--- config.mk ---
export PLATFORM = sky130hd
export DESIGN_NAME = irrigation_zone_ctrl_flat
export DESIGN_NICKNAME = d
export VERILOG_FILES = /design/src/rtl/irr_pkg.sv /design/src/rtl/irrigation_zone_ctrl_if.sv /design/src/rtl/irr_debounce.sv /design/src/rtl/irrigation_zone_ctrl.sv /design/src/flat_wrapper.sv
export SDC_FILE = /design/constraint.sdc
export NUM_CORES = 1
export LEC_CHECK = 0
export ABC_AREA = 1
export ABC_CLOCK_PERIOD_IN_PS = 4700
export BUFFER_PORTS_ARGS = -buffer_cell sky130_fd_sc_hd__buf_2
export CORE_MARGIN = 4
export CORE_UTILIZATION = 64
export DETAILED_ROUTE_END_ITERATION = 16
export HOLD_SLACK_MARGIN = 0.1
export PLACE_DENSITY = 0.89
export SLEW_MARGIN = 20
export SYNTH_ARGS = -nofsm -noshare
export SYNTH_HDL_FRONTEND = slang
export SYNTH_SLANG_ARGS = --single-unit
--- constraint.sdc ---
create_clock -name clk -period 4.7 [get_ports clk]
set_input_delay 0.235 -clock clk [delete_from_list [all_inputs] [get_ports clk]]
set_output_delay 0.235 -clock clk [all_outputs]
set_load 0.02 [all_outputs]
--- src/rtl/irr_pkg.sv ---
// Shared types and small decode helpers for the irrigation zone controller.
package irr_pkg;

  typedef enum logic [1:0] {EMPTY = 2'd0, LOW = 2'd1, MED = 2'd2, FULL = 2'd3} level_t;
  typedef enum logic [1:0] {NONE = 2'd0, SPRINK = 2'd1, DRIP = 2'd2} mode_t;
  typedef enum logic [1:0] {IDLE = 2'd0, RUN = 2'd1, GAP = 2'd2} zstate_t;

  function automatic int max3(input int a, input int b, input int c);
    int r;
    r = a;
    if (b > r) r = b;
    if (c > r) r = c;
    return r;
  endfunction

  // Invalid probe combinations fall through to EMPTY; callers qualify with level_bad().
  function automatic level_t decode_level(input logic h, input logic m, input logic l);
    level_t v;
    case ({h, m, l})
      3'b111:  v = FULL;
      3'b011:  v = MED;
      3'b001:  v = LOW;
      default: v = EMPTY;
    endcase
    return v;
  endfunction

  function automatic logic level_bad(input logic h, input logic m, input logic l);
    return (m & ~l) | (h & ~m);
  endfunction

  // Active-low {A,G,D}: D lit from LOW up, G from MED up, A only when FULL.
  function automatic logic [2:0] seg_pattern(input level_t lvl);
    logic [2:0] s;
    case (lvl)
      FULL:    s = 3'b000;
      MED:     s = 3'b100;
      LOW:     s = 3'b110;
      default: s = 3'b111;
    endcase
    return s;
  endfunction

  function automatic mode_t zone_mode(input logic sat, input logic moist, input logic hot,
                                      input level_t lvl);
    mode_t md;
    md = NONE;
    if (!sat && lvl != EMPTY) begin
      if (!moist)
        md = SPRINK;
      else if (!hot && (lvl == MED || lvl == FULL))
        md = SPRINK;
      else
        md = DRIP;
    end
    return md;
  endfunction

endpackage

--- src/rtl/irrigation_zone_ctrl_if.sv ---
// Sensor pins in, valve / alarm / display drivers out, bundled for the zone controller.
interface irrigation_zone_ctrl_if #(
  parameter int N_ZONES = 2
);
  logic               h;
  logic               m;
  logic               l;
  logic               t;
  logic [N_ZONES-1:0] us;
  logic [N_ZONES-1:0] ua;
  logic               err_clr;
  logic               ve;
  logic [N_ZONES-1:0] bs;
  logic [N_ZONES-1:0] vs;
  logic               al;
  logic               erro;
  logic [2:0]         seg_n;

  modport master (
    output h, m, l, t, us, ua, err_clr,
    input  ve, bs, vs, al, erro, seg_n
  );

  modport slave (
    input  h, m, l, t, us, ua, err_clr,
    output ve, bs, vs, al, erro, seg_n
  );
endinterface

--- src/rtl/irr_debounce.sv ---
// Two-flop synchroniser followed by a stability filter: output follows the
// synchronised input only after it has differed for DEB_CYCLES consecutive cycles.
module irr_debounce #(
  parameter int DEB_CYCLES = 4
) (
  input  logic clk,
  input  logic rst_n,
  input  logic din,
  output logic dout
);

  localparam int CW = (DEB_CYCLES > 1) ? $clog2(DEB_CYCLES) : 1;
  localparam logic [CW-1:0] LAST = CW'(DEB_CYCLES - 1);

  logic          s1;
  logic          s2;
  logic [CW-1:0] cnt;

  always_ff @(posedge clk or negedge rst_n) begin
    if (!rst_n) begin
      s1   <= 1'b0;
      s2   <= 1'b0;
      cnt  <= '0;
      dout <= 1'b0;
    end else begin
      s1 <= din;
      s2 <= s1;
      if (s2 == dout) begin
        cnt <= '0;
      end else if (cnt == LAST) begin
        dout <= s2;
        cnt  <= '0;
      end else begin
        cnt <= cnt + 1'b1;
      end
    end
  end

endmodule

--- src/rtl/irrigation_zone_ctrl.sv ---
// Multi-zone irrigation controller: debounced sensors, tank fill with hysteresis,
// latched level-probe error, and a round-robin sprinkler/drip scheduler.
module irrigation_zone_ctrl
  import irr_pkg::*;
#(
  parameter int N_ZONES    = 2,
  parameter int DEB_CYCLES = 4,
  parameter int SPRINK_CYC = 1000,
  parameter int DRIP_CYC   = 3000,
  parameter int GAP_CYC    = 200
) (
  input logic                  clk,
  input logic                  rst_n,
  irrigation_zone_ctrl_if.slave bus
);

  localparam int CNT_W  = $clog2(max3(SPRINK_CYC, DRIP_CYC, GAP_CYC) + 1);
  localparam int ZW     = (N_ZONES > 1) ? $clog2(N_ZONES) : 1;
  localparam int SETTLE = DEB_CYCLES + 2;
  localparam int SW     = $clog2(SETTLE + 1);

  localparam logic [CNT_W-1:0] SPRINK_LD = CNT_W'(SPRINK_CYC - 1);
  localparam logic [CNT_W-1:0] DRIP_LD   = CNT_W'(DRIP_CYC - 1);
  localparam logic [CNT_W-1:0] GAP_LD    = CNT_W'(GAP_CYC - 1);
  localparam logic [ZW-1:0]    LAST_Z    = ZW'(N_ZONES - 1);

  logic               fh, fm, fl, ft;
  logic [N_ZONES-1:0] fus, fua;

  irr_debounce #(.DEB_CYCLES(DEB_CYCLES)) u_deb_h (.clk(clk), .rst_n(rst_n), .din(bus.h), .dout(fh));
  irr_debounce #(.DEB_CYCLES(DEB_CYCLES)) u_deb_m (.clk(clk), .rst_n(rst_n), .din(bus.m), .dout(fm));
  irr_debounce #(.DEB_CYCLES(DEB_CYCLES)) u_deb_l (.clk(clk), .rst_n(rst_n), .din(bus.l), .dout(fl));
  irr_debounce #(.DEB_CYCLES(DEB_CYCLES)) u_deb_t (.clk(clk), .rst_n(rst_n), .din(bus.t), .dout(ft));

  for (genvar g = 0; g < N_ZONES; g++) begin : g_zone_deb
    irr_debounce #(.DEB_CYCLES(DEB_CYCLES)) u_deb_us (
      .clk(clk), .rst_n(rst_n), .din(bus.us[g]), .dout(fus[g]));
    irr_debounce #(.DEB_CYCLES(DEB_CYCLES)) u_deb_ua (
      .clk(clk), .rst_n(rst_n), .din(bus.ua[g]), .dout(fua[g]));
  end

  // Filters start from 0 after reset; keep outputs and scheduler quiet until they have seen the pins.
  logic [SW-1:0] settle;
  logic          ready;

  always_ff @(posedge clk or negedge rst_n) begin
    if (!rst_n) begin
      settle <= '0;
      ready  <= 1'b0;
    end else if (!ready) begin
      if (settle == SW'(SETTLE)) ready  <= 1'b1;
      else                       settle <= settle + 1'b1;
    end
  end

  level_t lvl;
  logic   lvl_bad;
  logic   err_nxt;
  logic   erro_q, ve_q, al_q;
  logic [2:0] seg_q;

  assign lvl     = decode_level(fh, fm, fl);
  assign lvl_bad = level_bad(fh, fm, fl);

  // A bad combination wins over a simultaneous clear request.
  always_comb begin
    err_nxt = erro_q;
    if (ready && lvl_bad)
      err_nxt = 1'b1;
    else if (bus.err_clr && !lvl_bad)
      err_nxt = 1'b0;
  end

  always_ff @(posedge clk or negedge rst_n) begin
    if (!rst_n) begin
      erro_q <= 1'b0;
      ve_q   <= 1'b0;
      al_q   <= 1'b0;
      seg_q  <= 3'b111;
    end else begin
      erro_q <= err_nxt;
      ve_q   <= ready & ~err_nxt &
                ((lvl == LOW) | (lvl == EMPTY) | ((lvl == MED) & ve_q));
      al_q   <= ready & (err_nxt | (lvl == LOW) | (lvl == EMPTY));
      seg_q  <= (!ready || err_nxt) ? 3'b111 : seg_pattern(lvl);
    end
  end

  zstate_t          state_q, state_d;
  mode_t            mode_q, mode_d;
  logic [ZW-1:0]    zone_q, zone_d;
  logic [ZW-1:0]    rr_q, rr_d;
  logic [CNT_W-1:0] timer_q, timer_d;

  logic             pick_ok;
  logic [ZW-1:0]    pick_zone;
  mode_t            pick_mode;
  logic [ZW-1:0]    idx;
  mode_t            cand;

  // Round-robin scan starting at the pointer; first zone with a watering mode wins.
  always_comb begin
    pick_ok   = 1'b0;
    pick_zone = rr_q;
    pick_mode = NONE;
    idx       = '0;
    cand      = NONE;
    for (int i = 0; i < N_ZONES; i++) begin
      idx  = ZW'((int'(rr_q) + i) % N_ZONES);
      cand = zone_mode(fus[idx], fua[idx], ft, lvl);
      if (!pick_ok && cand != NONE) begin
        pick_ok   = 1'b1;
        pick_zone = idx;
        pick_mode = cand;
      end
    end
  end

  always_comb begin
    state_d = state_q;
    mode_d  = mode_q;
    zone_d  = zone_q;
    rr_d    = rr_q;
    timer_d = timer_q;
    case (state_q)
      IDLE: begin
        if (ready && !err_nxt && pick_ok) begin
          state_d = RUN;
          zone_d  = pick_zone;
          mode_d  = pick_mode;
          timer_d = (pick_mode == DRIP) ? DRIP_LD : SPRINK_LD;
        end
      end
      RUN: begin
        if (err_nxt || lvl == EMPTY || fus[zone_q] || timer_q == '0) begin
          state_d = GAP;
          mode_d  = NONE;
          timer_d = GAP_LD;
          rr_d    = (zone_q == LAST_Z) ? '0 : zone_q + 1'b1;
        end else begin
          timer_d = timer_q - 1'b1;
        end
      end
      GAP: begin
        if (timer_q == '0) state_d = IDLE;
        else               timer_d = timer_q - 1'b1;
      end
      default: state_d = IDLE;
    endcase
  end

  always_ff @(posedge clk or negedge rst_n) begin
    if (!rst_n) begin
      state_q <= IDLE;
      mode_q  <= NONE;
      zone_q  <= '0;
      rr_q    <= '0;
      timer_q <= '0;
    end else begin
      state_q <= state_d;
      mode_q  <= mode_d;
      zone_q  <= zone_d;
      rr_q    <= rr_d;
      timer_q <= timer_d;
    end
  end

  // Valves decode straight from state so an async reset shuts them immediately.
  logic [N_ZONES-1:0] bs_w, vs_w;

  always_comb begin
    bs_w = '0;
    vs_w = '0;
    if (state_q == RUN) begin
      if (mode_q == SPRINK)    bs_w[zone_q] = 1'b1;
      else if (mode_q == DRIP) vs_w[zone_q] = 1'b1;
    end
  end

  assign bus.bs    = bs_w;
  assign bus.vs    = vs_w;
  assign bus.ve    = ve_q;
  assign bus.al    = al_q;
  assign bus.erro  = erro_q;
  assign bus.seg_n = seg_q;

endmodule

--- src/flat_wrapper.sv ---
// flat-port wrapper written by rule: the top's interface ports become plain ports
module irrigation_zone_ctrl_flat import irr_pkg::*;
#(
  parameter int N_ZONES    = 2,
  parameter int DEB_CYCLES = 4,
  parameter int SPRINK_CYC = 1000,
  parameter int DRIP_CYC   = 3000,
  parameter int GAP_CYC    = 200
)
  (clk, rst_n, bus_h, bus_m, bus_l, bus_t, bus_us, bus_ua, bus_err_clr, bus_ve, bus_bs, bus_vs, bus_al, bus_erro, bus_seg_n);
  irrigation_zone_ctrl_if #(.N_ZONES(N_ZONES)) bus_i ();
  input logic clk;
  input logic rst_n;
  input wire logic [$bits(bus_i.h)-1:0] bus_h;
  input wire logic [$bits(bus_i.m)-1:0] bus_m;
  input wire logic [$bits(bus_i.l)-1:0] bus_l;
  input wire logic [$bits(bus_i.t)-1:0] bus_t;
  input wire logic [$bits(bus_i.us)-1:0] bus_us;
  input wire logic [$bits(bus_i.ua)-1:0] bus_ua;
  input wire logic [$bits(bus_i.err_clr)-1:0] bus_err_clr;
  output wire logic [$bits(bus_i.ve)-1:0] bus_ve;
  output wire logic [$bits(bus_i.bs)-1:0] bus_bs;
  output wire logic [$bits(bus_i.vs)-1:0] bus_vs;
  output wire logic [$bits(bus_i.al)-1:0] bus_al;
  output wire logic [$bits(bus_i.erro)-1:0] bus_erro;
  output wire logic [$bits(bus_i.seg_n)-1:0] bus_seg_n;
  assign bus_i.h = bus_h;
  assign bus_i.m = bus_m;
  assign bus_i.l = bus_l;
  assign bus_i.t = bus_t;
  assign bus_i.us = bus_us;
  assign bus_i.ua = bus_ua;
  assign bus_i.err_clr = bus_err_clr;
  assign bus_ve = bus_i.ve;
  assign bus_bs = bus_i.bs;
  assign bus_vs = bus_i.vs;
  assign bus_al = bus_i.al;
  assign bus_erro = bus_i.erro;
  assign bus_seg_n = bus_i.seg_n;
  irrigation_zone_ctrl #(.N_ZONES(N_ZONES), .DEB_CYCLES(DEB_CYCLES), .SPRINK_CYC(SPRINK_CYC), .DRIP_CYC(DRIP_CYC), .GAP_CYC(GAP_CYC)) u_core (.clk(clk), .rst_n(rst_n), .bus(bus_i));
endmodule
# Yosys cells after proc, flatten, opt, wreduce, memory -nomap -nowiden

Index checks and enable logic that the tools add are counted.

Multipliers: 0
Divide/modulo/power cells: 0
Reduce and logical (&&, ||, !) cells: 43
Mux-type cells: 63
Bitwise logic cells: 24
Shift-type cells: 0
Equality and inequality tests: 32
Magnitude comparators: 4
$add $sub $neg: 12

Operators by type and width:

| cell                                                | number |
|---|---|
| 2-to-1 mux 2 bit                                    | 33 |
| 2-to-1 mux 12 bit                                   | 4 |
| one-hot mux 12 bit (3 select lines)                 | 1 |
| == test 2 bit (second input constant)               | 13 |
| AND reduction 2 bit                                 | 11 |
| 2-to-1 mux 1 bit                                    | 19 |
| adder 2 x 1 -> 2 bit (second input constant)        | 8 |
| NOT 1 bit                                           | 13 |
| logical NOT 12 bit                                  | 1 |
| one-hot mux 2 bit (3 select lines)                  | 2 |
| subtractor 12 x 1 -> 12 bit (second input constant) | 1 |
| logical AND 1 bit                                   | 9 |
| one-hot mux 3 bit (3 select lines)                  | 1 |
| AND reduction 3 bit                                 | 3 |
| == test 1 bit                                       | 8 |
| nonzero test 2 bit                                  | 4 |
| logical NOT 1 bit                                   | 7 |
| AND 1 bit                                           | 6 |
| == test 2 x 1 -> 1 bit (second input constant)      | 3 |
| == test 3 bit (second input constant)               | 2 |
| < comparator 1 x 2 -> 1 bit (second input constant) | 3 |
| != test 2 x 1 -> 1 bit (second input constant)      | 3 |
| logical OR 1 bit                                    | 5 |
| bitwise OR 1 bit                                    | 5 |
| 11 further kinds                                    | 13 |

Memories: 0
Register bits after elaboration: 68
Bits in latches: 0
Input port bits: 11
Bits in writable memories: 0
Bits in read-only memories: 0

# Longest topological paths before layout

Depth after elaboration: 17
Depth in mapped cells: 11
Depth with buffers taken out: 11

# By module

From an unflattened synthesis, not the netlist that was laid out.

Cells, all modules: 388
Area, all modules: 3,263.1 um^2

Modules (own cells, without submodules):

| module               | area each (um^2) | times used | cells each |
|---|---|---|---|
| irrigation_zone_ctrl | 1,801.7          | 1          | 252 |
| irr_debounce         | 182.7            | 8          | 17 |

# Worst setup path before layout

No wires, ideal clock.

Path type: reg2out
Start point: register u_core.state_q[1]
End point: output port bus_bs[0]
Setup slack: 3.136 ns
Stages on the path, launching flop included: 5
Buffers on the path: 0
Required time: 4.465 ns
Arrival: 1.329 ns
Cell sequence: dfrtp_1 -> inv_1 -> ha_1 -> inv_1 -> nor3_1

Longest elaborated chain between the ends: 2

Ends and longest elaborated chain:

| what                   | RTL line                    | RTL |
|---|---|---|
| from (decl)            | irrigation_zone_ctrl.sv:89  | `zstate_t state_q, state_d;` |
| from (signal assigned) | irrigation_zone_ctrl.sv:160 | `state_q <= state_d;` |
| == test 2 x 1 -> 1 bit | irrigation_zone_ctrl.sv:174 | `if (state_q == RUN) begin` |
| 2-to-1 mux 2 bit       | irrigation_zone_ctrl.sv:174 |  |
| to (decl)              | flat_wrapper.sv:22          | `output wire logic [$bits(bus_i.bs)-1:0] bus_bs;` |

No other way between the ends.

# Final worst setup path

Start point: register u_core.state_q[1]
End point: output port bus_bs[1]

The elaborated chain is that of the path after synthesis.

==> flow_summary.json <==
{
  "status": "finished, final reports clean",
  "cp_data_required_time_ns": 4.47,
  "grt_max_degree": 69,
  "ant_nets": 0,
  "start_util_pct": 66.5,
  "ys_seq_area_share_pct": 54.3,
  "min_period_ns": 1.96,
  "powerDensity_nw_per_um2": 638,
  "relSlewSlack_pct": 46.0,
  "drv_slew": 0,
  "final_util_pct": 76.5,
  "synth_seq_cells": 68,
  "antenna_found_initial": 0,
  "grt-ovfl-total": 0,
  "synth_fp_nets": 368,
  "dieArea_um2": 6090,
  "clock_skew_ns": 0.00883,
  "multiInputGateArea_um2": 1250,
  "max_freq_mhz": 510,
  "hpwl_um": 4290,
  "syn_to_final_growth_pct": 15.1,
  "cap_violations": 0,
  "clk_latency_ns": 0.34,
  "port_buffers": 20,
  "setup_tns_ns": 0,
  "cts_tree": "done",
  "critPathArrivalTime_ns": 1.73,
  "fillers": 310,
  "wl_um": 6270,
  "via_count": 2391,
  "io-pin-count": 21,
  "coreArea_um2": 4720,
  "ctsHtreeMaxLevel": 3,
  "synth_area_um2": 3140,
  "drc": 0,
  "cts_buffers": 9,
  "initialDrtViolationCount": 112,
  "hold_class": "input port to flop",
  "die_y_um": 78.0,
  "synthCells": 341,
  "setup_violations": 0,
  "regToRegSetupSlack_ns": 2.92,
  "cts_setup_buffers": 0,
  "vias_per_cell": 5.29,
  "grt_pass1_vias": 2457,
  "seqCellArea_um2": 1710,
  "cp-end-kind": "primary output",
  "hold_buffers": 9,
  "grt_usage_pct": 23.1,
  "worstSetupPathType": "flop to primary output",
  "clock_sinks": 68,
  "gp_congestion": 0.886,
  "cts_buffer_depth": 2,
  "ir_drop_uv": 431,
  "rows": 25,
  "leakage_nw": 1.79,
  "clkTransAtPathRegs_ns": 0.07,
  "hold_viol_final": 0,
  "firstDrtPassIters": 4,
  "fp.dieW_um": 78.0,
  "ctsResizeCount": 0,
  "drive_gt1_share_pct": 13.5,
  "grt_first_pass_wirelength_um": 10800,
  "num_antenna_cells": 0,
  "power_mw": 2.31,
  "routedWlPerCell_um": 13.9,
  "ys_types": 28,
  "yosys_warnings": 0,
  "hold_slack_ns": 0.263,
  "fin_crit_sh_pct": 41.7,
  "synth_area_per_cell_um2": 9.21,
  "start_kind": "flop",
  "final_nets": 407,
  "cp_max_fo": 7,
  "cts-root-buf": "clkbuf_8",
  "rsz0062_at_grt": "no",
  "worst_pin_slew_ns": 0.810
}
[registers in the layout, summed over array words and instances (netlist names), 2 cells and up]
register and flops:
u_core.g_zone_deb.u_deb_us.s2 2, u_core.g_zone_deb.u_deb_ua.cnt 4, u_core.u_deb_t.cnt 2, u_core.u_deb_l.cnt 2
u_core.timer_q 12, u_core.u_deb_h.cnt 2, u_core.mode_q 2, u_core.g_zone_deb.u_deb_ua.s1 2
u_core.g_zone_deb.u_deb_ua.s2 2, u_core.g_zone_deb.u_deb_us.dout 2, u_core.state_q 2, u_core.u_deb_m.cnt 2
u_core.bus.seg_n 3, u_core.settle 3, u_core.g_zone_deb.u_deb_us.s1 2, u_core.g_zone_deb.u_deb_us.cnt 4
u_core.g_zone_deb.u_deb_ua.dout 2
[worst max-delay path, cell delays in order, from the launching register on]
cell	delay [ns]
dfrtp_1	0.43
inv_1	0.13
ha_1	0.30
inv_1	0.14
nor3_1	0.19
buf_2	0.19
[per-stage QoR]
stage / instances / worst slack, ns / area (um^2)
6_report: 452 / 2.74 / 3610
4_1_cts: 452 / 2.72 / 3610
3_3_place_gp: 427 / 3.04 / 3320
5_1_grt: 452 / 2.58 / 3610
2_1_floorplan: 341 / 3.14 / 3140
3_5_place_dp: 427 / 2.95 / 3320
[cell usage after synthesis]
| cell | n | share of area (%) |
|---|---|---|
| a21boi_0 | 5 | 1.2 |
| a21oi_1 | 4 | 0.64 |
| a21oi_4 | 1 | 0.52 |
| buf_1 | 1 | 0.12 |
| buf_2 | 1 | 0.16 |
| dfrtp_1 | 65 | 52 |
| dfstp_2 | 3 | 2.5 |
| ha_1 | 16 | 6.4 |
| inv_1 | 45 | 5.4 |
| inv_2 | 1 | 0.12 |
| inv_4 | 1 | 0.20 |
| mux2_2 | 2 | 0.72 |
| nand2_1 | 77 | 9.2 |
| nand2_2 | 2 | 0.40 |
| nand3_1 | 16 | 2.6 |
| nand3_4 | 1 | 0.56 |
| nand4_1 | 4 | 0.80 |
| nand4_2 | 1 | 0.40 |
| nor2_1 | 32 | 3.8 |
| nor2_2 | 1 | 0.20 |
| nor3_1 | 17 | 2.7 |
| o211ai_1 | 4 | 0.96 |
| o21ai_0 | 20 | 3.2 |
| o21ai_1 | 2 | 0.32 |
| o21ai_2 | 1 | 0.28 |
| or2_2 | 2 | 0.40 |
| xnor2_1 | 10 | 2.8 |
| xor2_1 | 6 | 1.7 |
[area by class of cell]
type / instances / area share, %
multi-input combinational: 224 / 34.5
tap: 67 / 2.32
sequential: 68 / 47.2
inverter: 47 / 4.95
clock inverter: 4 / 1.32
timing repair buffer: 30 / 5.47
clock buffer: 12 / 4.29
[cell families (layout without fill, tap and decap cells)]
kind of cell	Yosys count	after routing	synth area share [%]
buffers and inverters	49	93	5.98
multiplexers	2	2	0.717
AND/OR/NAND/NOR	153	153	21.0
flip-flops	68	68	54.3
XOR/XNOR	16	16	4.46
AO/OA/AOI/OAI	37	37	7.09
adder cells (fa/ha/maj)	16	16	6.38
[power breakdown]
group	switching (mW)	internal, mW
combinational	0.574	0.322
clock	0.217	0.272
sequential	0.154	0.767
total	0.944	1.36
[cell usage in the layout, fill, tap and decap left out, types with 5 or more instances in the layout]
| cell type | count |
|---|---|
| nor3_1 | 17 |
| nand2_1 | 77 |
| dfrtp_1 | 65 |
| buf_2 | 20 |
| ha_1 | 16 |
| clkbuf_8 | 11 |
| xnor2_1 | 10 |
| a21boi_0 | 5 |
| nor2_1 | 32 |
| inv_1 | 45 |
| dlygate4sd3_1 | 9 |
| o21ai_0 | 20 |
| xor2_1 | 6 |
| nand3_1 | 16 |
[routing by layer]
metal | vias to the layer above | wire [um] | track usage [%]
met5 | - | 0 | 0
met4 | 0 | 116 | 8.92
met3 | 10 | 206 | 5.73
met2 | 46 | 3480 | 42.6
met1 | 1166 | 2460 | 25.4
li1 | 1169 | - | -
[final timing paths]
| kind | start | endpoint | cells past startpoint |
|---|---|---|---|
| setup / recovery | u_core.state_q[1] | bus_bs[1] | 5 |
| hold / removal | bus_err_clr | u_core.bus.al | 4 |
| setup reg to reg | u_core.timer_q[1] | u_core.timer_q[10] | 11 |
| hold reg to reg | u_core.g_zone_deb[0].u_deb_ua.s1 | u_core.g_zone_deb[0].u_deb_ua.s2 | 0 |
| max in group asynchronous | rst_n | u_core.timer_q[7] | 3 |
| min in group asynchronous | rst_n | u_core.u_deb_t.dout | 3 |
No activity file was read; power rests on OpenSTA's default activity.
